<file path="config.mk">
export PLATFORM = sky130hd
export DESIGN_NAME = io_ssd_arb
export DESIGN_NICKNAME = d
export VERILOG_FILES = /design/src/rtl/io_ssd_arb.sv
export SDC_FILE = /design/constraint.sdc
export NUM_CORES = 1
export LEC_CHECK = 0
export BUFFER_PORTS_ARGS = -buffer_cell sky130_fd_sc_hd__buf_2
export CORE_MARGIN = 4
export CORE_UTILIZATION = 46
export CTS_CLUSTER_DIAMETER = 100
export DETAILED_ROUTE_END_ITERATION = 8
export GPL_ROUTABILITY_DRIVEN = 0
export PLACE_DENSITY = 0.81
export SYNTH_ARGS = -nofsm -noshare
export SYNTH_HDL_FRONTEND = slang
export SYNTH_SLANG_ARGS = --single-unit
</file>
<file path="constraint.sdc">
create_clock -name clk -period 5.25 [get_ports clk]
set_input_delay 0 -clock clk [delete_from_list [all_inputs] [get_ports clk]]
set_output_delay 0 -clock clk [all_outputs]
set_load 0.05 [all_outputs]
</file>
<file path="src/rtl/io_ssd_arb.sv">
// Round-robin arbiter sharing the seven-segment display between requesters.
// Holds each grant for a minimum dwell and registers the owner's digit word.
module io_ssd_arb #(
    parameter int          N_REQ = 4,
    parameter logic [15:0] DWELL = 16'd50000,
    parameter int          OWN_W = 2
) (
    input  logic                  clk,
    input  logic                  rst,
    input  logic [N_REQ-1:0]      i_req,
    input  logic [32*N_REQ-1:0]   i_data,
    output logic [N_REQ-1:0]      o_gnt,
    output logic [OWN_W-1:0]      o_owner,
    output logic                  o_busy,
    output logic [31:0]           o_digits
);

    localparam logic [0:0] S_IDLE = 1'b0;
    localparam logic [0:0] S_OWN  = 1'b1;
    localparam int         SW     = OWN_W + 1;

    logic [0:0]       state_q;
    logic [OWN_W-1:0] owner_q;
    logic [OWN_W-1:0] last_q;
    logic [15:0]      cnt_q;
    logic [N_REQ-1:0] gnt_q;
    logic [31:0]      digits_q;

    logic [OWN_W-1:0] win;
    logic             found;
    logic [SW-1:0]    sum;
    logic [OWN_W-1:0] sel;
    logic             others;
    logic             owner_req;
    logic             release_own;

    // Scan from the farthest offset down so the nearest requester after last wins.
    always_comb begin
        win   = '0;
        found = 1'b0;
        sum   = '0;
        sel   = '0;
        for (int k = N_REQ; k >= 1; k--) begin
            sum = {1'b0, last_q} + SW'(k);
            if (sum >= SW'(N_REQ))
                sum = sum - SW'(N_REQ);
            sel = sum[OWN_W-1:0];
            if (i_req[sel]) begin
                win   = sel;
                found = 1'b1;
            end
        end
    end

    assign others      = |(i_req & ~gnt_q);
    assign owner_req   = i_req[owner_q];
    assign release_own = !owner_req || (cnt_q == 16'd0 && others);

    always_ff @(posedge clk) begin
        if (rst) begin
            state_q  <= S_IDLE;
            owner_q  <= '0;
            last_q   <= OWN_W'(N_REQ - 1);
            cnt_q    <= 16'd0;
            gnt_q    <= '0;
            digits_q <= 32'h0;
        end else begin
            case (state_q)
                S_IDLE: begin
                    if (found) begin
                        state_q <= S_OWN;
                        owner_q <= win;
                        last_q  <= win;
                        gnt_q   <= N_REQ'(1) << win;
                        cnt_q   <= DWELL - 16'd1;
                    end
                end
                default: begin
                    digits_q <= i_data[{owner_q, 5'd0} +: 32];
                    if (release_own) begin
                        if (found) begin
                            owner_q <= win;
                            last_q  <= win;
                            gnt_q   <= N_REQ'(1) << win;
                            cnt_q   <= DWELL - 16'd1;
                        end else begin
                            state_q <= S_IDLE;
                            gnt_q   <= '0;
                            cnt_q   <= 16'd0;
                        end
                    end else if (cnt_q != 16'd0) begin
                        cnt_q <= cnt_q - 16'd1;
                    end
                end
            endcase
        end
    end

    assign o_gnt    = gnt_q;
    assign o_owner  = owner_q;
    assign o_busy   = (state_q == S_OWN);
    assign o_digits = digits_q;

endmodule

</file>
==> flow_summary_export.csv, run 1 <==
group,metric,value,unit
detailed_routing,remaining_drc_errors,0,
setup_path,timing.critical_path.fanout_max,15,
sta,totalNegativeSetupSlack,0,ns
logic_synthesis,synth_nets,452,
logic_synthesis,yosysTopAreaCellShare,33.9,%
placed_design,portbufs,172,
logic_synthesis,syn_inst,316,
detailed_routing,initialDrtViolationCount,159,
logic_synthesis,dominantRegCellSynth,"dfxtp_1",
die,number_of_cell_rows,30,
hold_path,hold_path.class,"in2reg",
grt,grt.overflow.total,0,
clock_tree,root_buffer,"clkbuf_8",
setup_path,crit_arrival,2.67,ns
pwr,power.switching,489,uW
grt,global_route.usage.total,22.2,%
setup_path,timing.rr.start,"cnt_q[0]$_SDFFE_PP0P_",
clock_tree,cts.clk_slew.worst_paths,0.06,ns
placed_design,place_hpwl,7450,um
logic_synthesis,post-synth-top-area-cell,"dfxtp_1",
sta,timing.max_slew.rel_slack,40.5,%
clock_tree,clock_latency_on_the_worst_skew_pair,0.33,ns
die,initial_core_util,48.4,%
sta,final.period_utilization,46.6,%
detailed_routing,antenna_violation_net_count_after_detailed_routing,0,
grt,antenna_violations_before_repair,0,
hold_path,hold_ep,"o_digits[5]$_SDFFE_PP0P_",
logic_synthesis,mappedNetlistArea,3360,sq um
final_layout,nets,618,
clock_tree,cts-resized-gates,0,
detailed_routing,viasPerCell,5.56,
pwr,peakVddDrop,0.147,mV
pwr,power_per_cell_area,301,nW/um^2
setup_path,setup.reg_to_reg.worst_slack,2.80,ns
final_layout,post_layout_nonfiller_instances,583,
logic_synthesis,synth_simple_gate_area_share,15.4,%
pwr,p_int,850,uW
clock_tree,clock-sinks,57,
pwr,switching_share,36.5,%
setup_path,ff2ff_path_depth,7,
grt,vias_in_the_first_global_route,3443,
grt,grt_pass1_wl,15500,um
detailed_routing,wl_per_cell,16.2,um
logic_synthesis,synthesis.yosys.warnings,0,
detailed_routing,first_pass_iters,4,
run,cap_viol_max_count,0,
sta,post_route_skew,0.00611,ns
sta,fmax,408,MHz
clock_tree,clockBufferDepth,2,
final_layout,postLayoutCoreUtil,64.0,%
logic_synthesis,complex_gate_fraction_of_the_synthesized_area,14.1,%
final_layout,antenna-diode-count,0,
die,core_area,6940,sq um
sta,timing_worst_slew_pin_value,0.884,ns
grt,grt_start_max_net_pins,45,
pwr,comb_power_share,36.5,%
sta,layout_min_cycle_time,2.45,ns
sta,final_critical_path_setup_slack,2.80,ns
detailed_routing,totalWireLength,9450,um
final_layout,most_frequent_standard_cell_in_the_layout_excluding_fill_and_tap_cells,"buf_2",
clock_tree,holdBufCountCts,0,
final_layout,mostFrequentLayoutCells,"buf_2 (172), dfxtp_1 (55), nor2_1 (47)",
logic_synthesis,synth_xor_xnor_area_share,0.260,%
placed_design,place_ws,2.83,ns
logic_synthesis,async_flop_share,0,%
setup_path,worst_ep_required_time,5.47,ns
hold_path,holdPathStages,4,
setup_path,worst-setup-path-type,"reg2reg",
placed_design,dp.cells,567,
detailed_routing,number_of_vias_after_detailed_routing,3244,
pwr,power_frac_clock,25.1,%
die,io_pins,173,
final_layout,layout-area-overhead-vs-synth,32.1,%
clock_tree,clock_tree_from_tritoncts,"done",
sta,timing.final.setup_violations,0,
logic_synthesis,ys_ff_latch,57,
logic_synthesis,ys_types,49,
logic_synthesis,number_of_flops_mapped_to_enable_cells_by_yosys,0,
clock_tree,postCtsSetupRepairBufs,0,
die,width_of_the_die,93.5,um
final_layout,layout.filler_cells,573,
setup_path,endpoint_kind,"register",
pwr,power.share.sequential,38.4,%
sta,drv_slew,0,
die,die-area,8740,sq um
logic_synthesis,ys_seq_area_share,33.9,%
logic_synthesis,syn_area_per_cell,10.6,sq um
logic_synthesis,mux_cell_area_share_after_synthesis,32.2,%
setup_path,critical_path.cell_chain,"inv_1, ha_1, nor3b_1, nand4_2, o31ai_4, a31oi_1, o221a_2",
logic_synthesis,ys_top_cells_by_area,"dfxtp_1 (34%), mux4_2 (22%), mux2i_1 (10%)",
die,die_h,93.5,um
logic_synthesis,post_synth_fa_ha_maj_area_fraction,0.744,%
clock_tree,clock_tree.htree_level_count,3,
sta,final-hold-violation-count,0,
hold_path,hold_path_startpoint,"i_data[5]",
setup_path,critPathSlowestCell,"o31ai_4",
setup_path,max_stage_delay,0.63,ns
sta,rsz0062_at_grt,"false",
setup_path,startpoint_type,"register",
setup_path,regToRegEndpoint,"cnt_q[8]$_SDFFE_PP0P_",
final_layout,drive_above_1_share,49.9,%
pwr,p_leak,0.00203,uW
clock_tree,cts_made_buffers,9,
sta,fin_worst_hold_slack,0.118,ns
logic_synthesis,largest_family_of_logic_cells_by_synthesized_area,"multiplexers",
status,result_of_the_run,"finished, final reports clean",
[flip-flops by register name, indices dropped and copies added (netlist names)]
register  count
o_digits     32
last_q        2
o_busy        1
o_owner       2
o_gnt         4
cnt_q        16
[cell usage after synthesis (2+ instances only)]
cell / instances
nor4_1: 2
nand2_1: 9
o21ai_0: 4
buf_1: 6
nor3b_1: 2
or3_1: 4
a31oi_1: 8
ha_1: 2
buf_2: 4
o221a_2: 8
nor2_1: 47
or3_2: 2
dfxtp_1: 57
nand2b_1: 5
nand3_1: 5
o2bb2ai_1: 5
mux2i_1: 34
clkbuf_1: 9
a21o_1: 5
nor2b_1: 3
o22ai_1: 2
or4_1: 3
nor3_1: 8
nor4_4: 2
inv_1: 6
a21oi_1: 18
a22oi_1: 2
mux4_2: 33
[worst max-delay path by stage]
| stage | to | startpoint | depth (start not counted) | slack, ns |
|---|---|---|---|---|
| 3_5_place_dp | cnt_q[15]$_SDFFE_PP0P_ | cnt_q[0]$_SDFFE_PP0P_ | 7 | 2.83 |
| 4_1_cts | cnt_q[8]$_SDFFE_PP0P_ | cnt_q[0]$_SDFFE_PP0P_ | 7 | 2.81 |
| 2_1_floorplan | cnt_q[11]$_SDFFE_PP0P_ | o_owner[0]$_SDFFE_PP0P_ | 6 | 2.89 |
| 3_3_place_gp | cnt_q[6]$_SDFFE_PP0P_ | cnt_q[10]$_SDFFE_PP0P_ | 5 | 3.00 |
| 6_report | cnt_q[8]$_SDFFE_PP0P_ | cnt_q[0]$_SDFFE_PP0P_ | 7 | 2.80 |
| 5_1_grt | cnt_q[15]$_SDFFE_PP0P_ | cnt_q[0]$_SDFFE_PP0P_ | 7 | 2.60 |
[critical path, delay by kind of cell (launching register included)]
family / cells / cell delay, ns
buf+inv: 1 / 0.10
fa+ha+maj: 1 / 0.15
compound gates: 3 / 1.01
simple gates: 2 / 0.72
flops: 1 / 0.36
[kinds of logic after synthesis]
kind of cell	after synthesis
adder cells (fa/ha/maj)	2
XOR/XNOR	1
multiplexers	67
AO/OA/AOI/OAI	64
flip-flops	57
AND/OR/NAND/NOR	98
buffers and inverters	27
[through the flow]
stage / power, uW / instance area, sq um
after global routing: 1420 / 4440
final: 1340 / 4440
after detailed placement: 1020 / 4280
after CTS: 1350 / 4440
after global placement: 1000 / 4280
after floorplan: 883 / 3360
[power groups by stage]
stage	sequential (uW)	clock [uW]	combinational [uW]
after CTS	514	343	494
after global routing	520	368	532
after global placement	520	0	480
final	514	336	490
after detailed placement	522	0	493
after floorplan	627	0	257
[routing by layer]
metal | share of wire, % | global-route usage, %
met2 | 54 | 39.5
met1 | 38 | 25.5
met4 | 1.5 | 7.81
met5 | 0 | 0
met3 | 6.8 | 6.03
[final cells by class]
class                   instances  area [sq um]  area share (%)
multi-input cells             232          2110            47.4
flip-flops and latches         57          1140            25.7
repair buffers                175           883            19.9
clock buffers                  10           128            2.87
well taps                      96           120            2.70
clock inverters                 6          35.0           0.788
inverters                       7          26.3           0.591
(Power assumes the default switching activity.)
==> inputs of run 2 (changes only) <==
Settings changed: CORE_UTILIZATION 46 to 41, PLACE_DENSITY 0.81 to 0.76.
Clock period 5.25 ns to 2 ns, I/O delays scaled along.
==> run 2 against run 1 <==
- the flow now finishes with violations (setup timing)
- clock power rose to 3.4 times the previous value
- sequential share of layout area down 2.3 points
- utilization down 1.5 points
- non-clock buffer count up 44
- cell count up 8.6%
- routed wire length up 15%
- count of clock-buffer cells in the layout up 2
- clock skew up 0.0025 ns
- critical path type unchanged
- largest cell class unchanged
- highest routed layer unchanged
==> flow_summary_export.csv, run 2 (synthesis gave the netlist of run 1 again) <==
group,metric,value,unit
sta,timing.max_slew.rel_slack,36.9,%
setup_path,max_stage_delay,0.42,ns
setup_path,critPathSlowestCell,"or4_4",
sta,layout_min_cycle_time,2.02,ns
setup_path,worst_path_dominant_cell_family,"simple AND/OR/NAND/NOR gates",
sta,fin_worst_hold_slack,0.117,ns
pwr,comb_power_share,37.4,%
setup_path,setup.reg_to_reg.worst_slack,-0.02,ns
setup_path,critical_path.cell_chain,"nor4_4, buf_4, nand3_4, or4_4, or4_4, a31oi_2",
placed_design,portbufs,172,
final_layout,antenna-diode-count,0,
grt,vias_in_the_first_global_route,3592,
setup_path,ff2ff_path_depth,6,
pwr,p_int,2600,uW
setup_path,timing.rr.start,"cnt_q[9]$_SDFFE_PP0P_",
sta,fmax,494,MHz
hold_path,holdPathStages,4,
die,die-area,9720,sq um
hold_path,hold_path_startpoint,"i_data[26]",
setup_path,worst_ep_required_time,2.27,ns
sta,drv_slew,0,
detailed_routing,wl_per_cell,17.1,um
setup_path,worst-setup-path-type,"reg2reg",
pwr,power_frac_clock,29.0,%
final_layout,layout.filler_cells,647,
sta,final-hold-violation-count,0,
clock_tree,clock_latency_on_the_worst_skew_pair,0.34,ns
hold_path,hold_path.class,"in2reg",
die,io_pins,173,
setup_path,endpoint_kind,"register",
die,initial_core_util,42.9,%
grt,antenna_violations_before_repair,0,
sta,final.period_utilization,101,%
pwr,p_leak,0.00228,uW
setup_path,timing.critical_path.buf_inv,1,
setup_path,timing.critical_path.fanout_max,5,
final_layout,mostFrequentLayoutCells,"buf_2 (172), dfxtp_1 (52), nor2_1 (47)",
clock_tree,root_buffer,"clkbuf_8",
detailed_routing,number_of_vias_after_detailed_routing,3476,
pwr,power.switching,1370,uW
sta,final_critical_path_setup_slack,-0.0240,ns
grt,grt_start_max_net_pins,39,
final_layout,drive_above_1_share,55.9,%
final_layout,multiInputGateArea,2160,sq um
clock_tree,clock_tree.htree_level_count,3,
setup_path,critPathMostFrequentCell,"or4_4",
grt,grt_pass1_wl,16800,um
final_layout,nets,662,
die,die_h,98.6,um
clock_tree,clockBufferDepth,2,
die,core_area,7850,sq um
final_layout,layout-area-overhead-vs-synth,45.8,%
clock_tree,cts.clk_slew.worst_paths,0.07,ns
detailed_routing,initialDrtViolationCount,205,
pwr,power_per_cell_area,811,nW/um^2
final_layout,postLayoutCoreUtil,62.5,%
detailed_routing,antenna_violation_net_count_after_detailed_routing,0,
final_layout,ff_latch_area,1150,sq um
sta,timing_worst_slew_pin_value,0.935,ns
run,cap_viol_max_count,0,
pwr,switching_share,34.6,%
pwr,peakVddDrop,0.506,mV
hold_path,hold_ep,"o_digits[26]$_SDFFE_PP0P_",
die,number_of_cell_rows,32,
die,width_of_the_die,98.6,um
detailed_routing,remaining_drc_errors,0,
grt,global_route.usage.total,21.6,%
detailed_routing,viasPerCell,5.49,
clock_tree,clock_tree_from_tritoncts,"done",
placed_design,place_hpwl,8370,um
setup_path,regToRegEndpoint,"cnt_q[13]$_SDFFE_PP0P_",
status,result_of_the_run,"finished with violations",
sta,timing.final.setup_violations,1,
pwr,power.share.sequential,33.7,%
clock_tree,cts_made_buffers,9,
grt,grt.overflow.total,0,
final_layout,largest_register_ffs,32,
sta,post_route_skew,0.00860,ns
pwr,total_power,3980,uW
sta,rsz0062_at_grt,"true",
detailed_routing,totalWireLength,10800,um
final_layout,most_frequent_standard_cell_in_the_layout_excluding_fill_and_tap_cells,"buf_2",
status,violations,"setup timing",
detailed_routing,first_pass_iters,4,
setup_path,startpoint_type,"register",
setup_path,crit_arrival,2.29,ns
clock_tree,clock-sinks,57,
-- run 2: cell count changes in the layout (fill, tap and decap cells not counted), moves of 2 or more --
cell,before,now
a21o_1,5,3
a21o_4,0,2
buf_4,3,45
clkinvlp_4,2,0
or4_4,0,2
clkinv_2,4,2
or4_1,3,1
dfxtp_2,2,4
dfxtp_1,55,52
-- run 2: worst max path at each step --
stage                       startpoint                      to  cells past startpoint
2_1_floorplan  o_owner[0]$_SDFFE_PP0P_  cnt_q[11]$_SDFFE_PP0P_                      6
3_3_place_gp     cnt_q[0]$_SDFFE_PP0P_   cnt_q[3]$_SDFFE_PP0P_                      9
3_5_place_dp     cnt_q[0]$_SDFFE_PP0P_  cnt_q[15]$_SDFFE_PP0P_                      9
4_1_cts        o_owner[0]$_SDFFE_PP0P_  cnt_q[11]$_SDFFE_PP0P_                      6
5_1_grt          cnt_q[9]$_SDFFE_PP0P_  cnt_q[13]$_SDFFE_PP0P_                      6
6_report         cnt_q[9]$_SDFFE_PP0P_  cnt_q[13]$_SDFFE_PP0P_                      6
-- run 2: timing repair --
item,CTS,global route
setup endpoints to repair,9,21
setup buffers,3,7
endpoints found under the hold margin,1,0
pin swaps,2,5
gates resized for setup,2,11
hold buffers,1,0
-- run 2: per-stage QoR --
stage                     cell area [sq um]  setup TNS [ns]  setup WS [ns]  std cells
final                                  4900         -0.0240        -0.0240        633
after global routing                   4900          -0.133         -0.111        633
after global placement                 4550          -0.107        -0.0185        606
after CTS                              4800         -0.0169        -0.0169        626
after floorplan                        3380               0        0.00437        316
after detailed placement               4550          -0.568        -0.0832        606
-- run 2: power groups by stage --
stage	Clock [uW]	Sequential, uW	Combinational [uW]
2_1_floorplan	0	1650	680
3_3_place_gp	0	1360	1380
3_5_place_dp	0	1360	1420
4_1_cts	1170	1340	1430
5_1_grt	1210	1350	1590
6_report	1150	1340	1490
-- run 2: layout make-up --
type	instances	area share, %
clock buffers	12	3.39
clock inverters	4	0.995
inverters	7	0.536
multi-input cells	232	44.1
flip-flops and latches	57	23.4
well taps	102	2.60
repair buffers	219	24.9
-- run 2: worst min-delay path, delay by kind of cell --
family | cells | cell delay, ns
multiplexers | 2 | 0.27
buffers and inverters | 1 | 0.07
AND/OR/NAND/NOR | 1 | 0.07
-- run 2: layer usage --
metal,track usage (%),vias to the layer above,part of all wire (%)
met5,0,-,0
met4,11.0,0,3.5
met3,5.10,35,6.5
met2,39.2,168,53
met1,23.2,1632,37
li1,-,1641,-
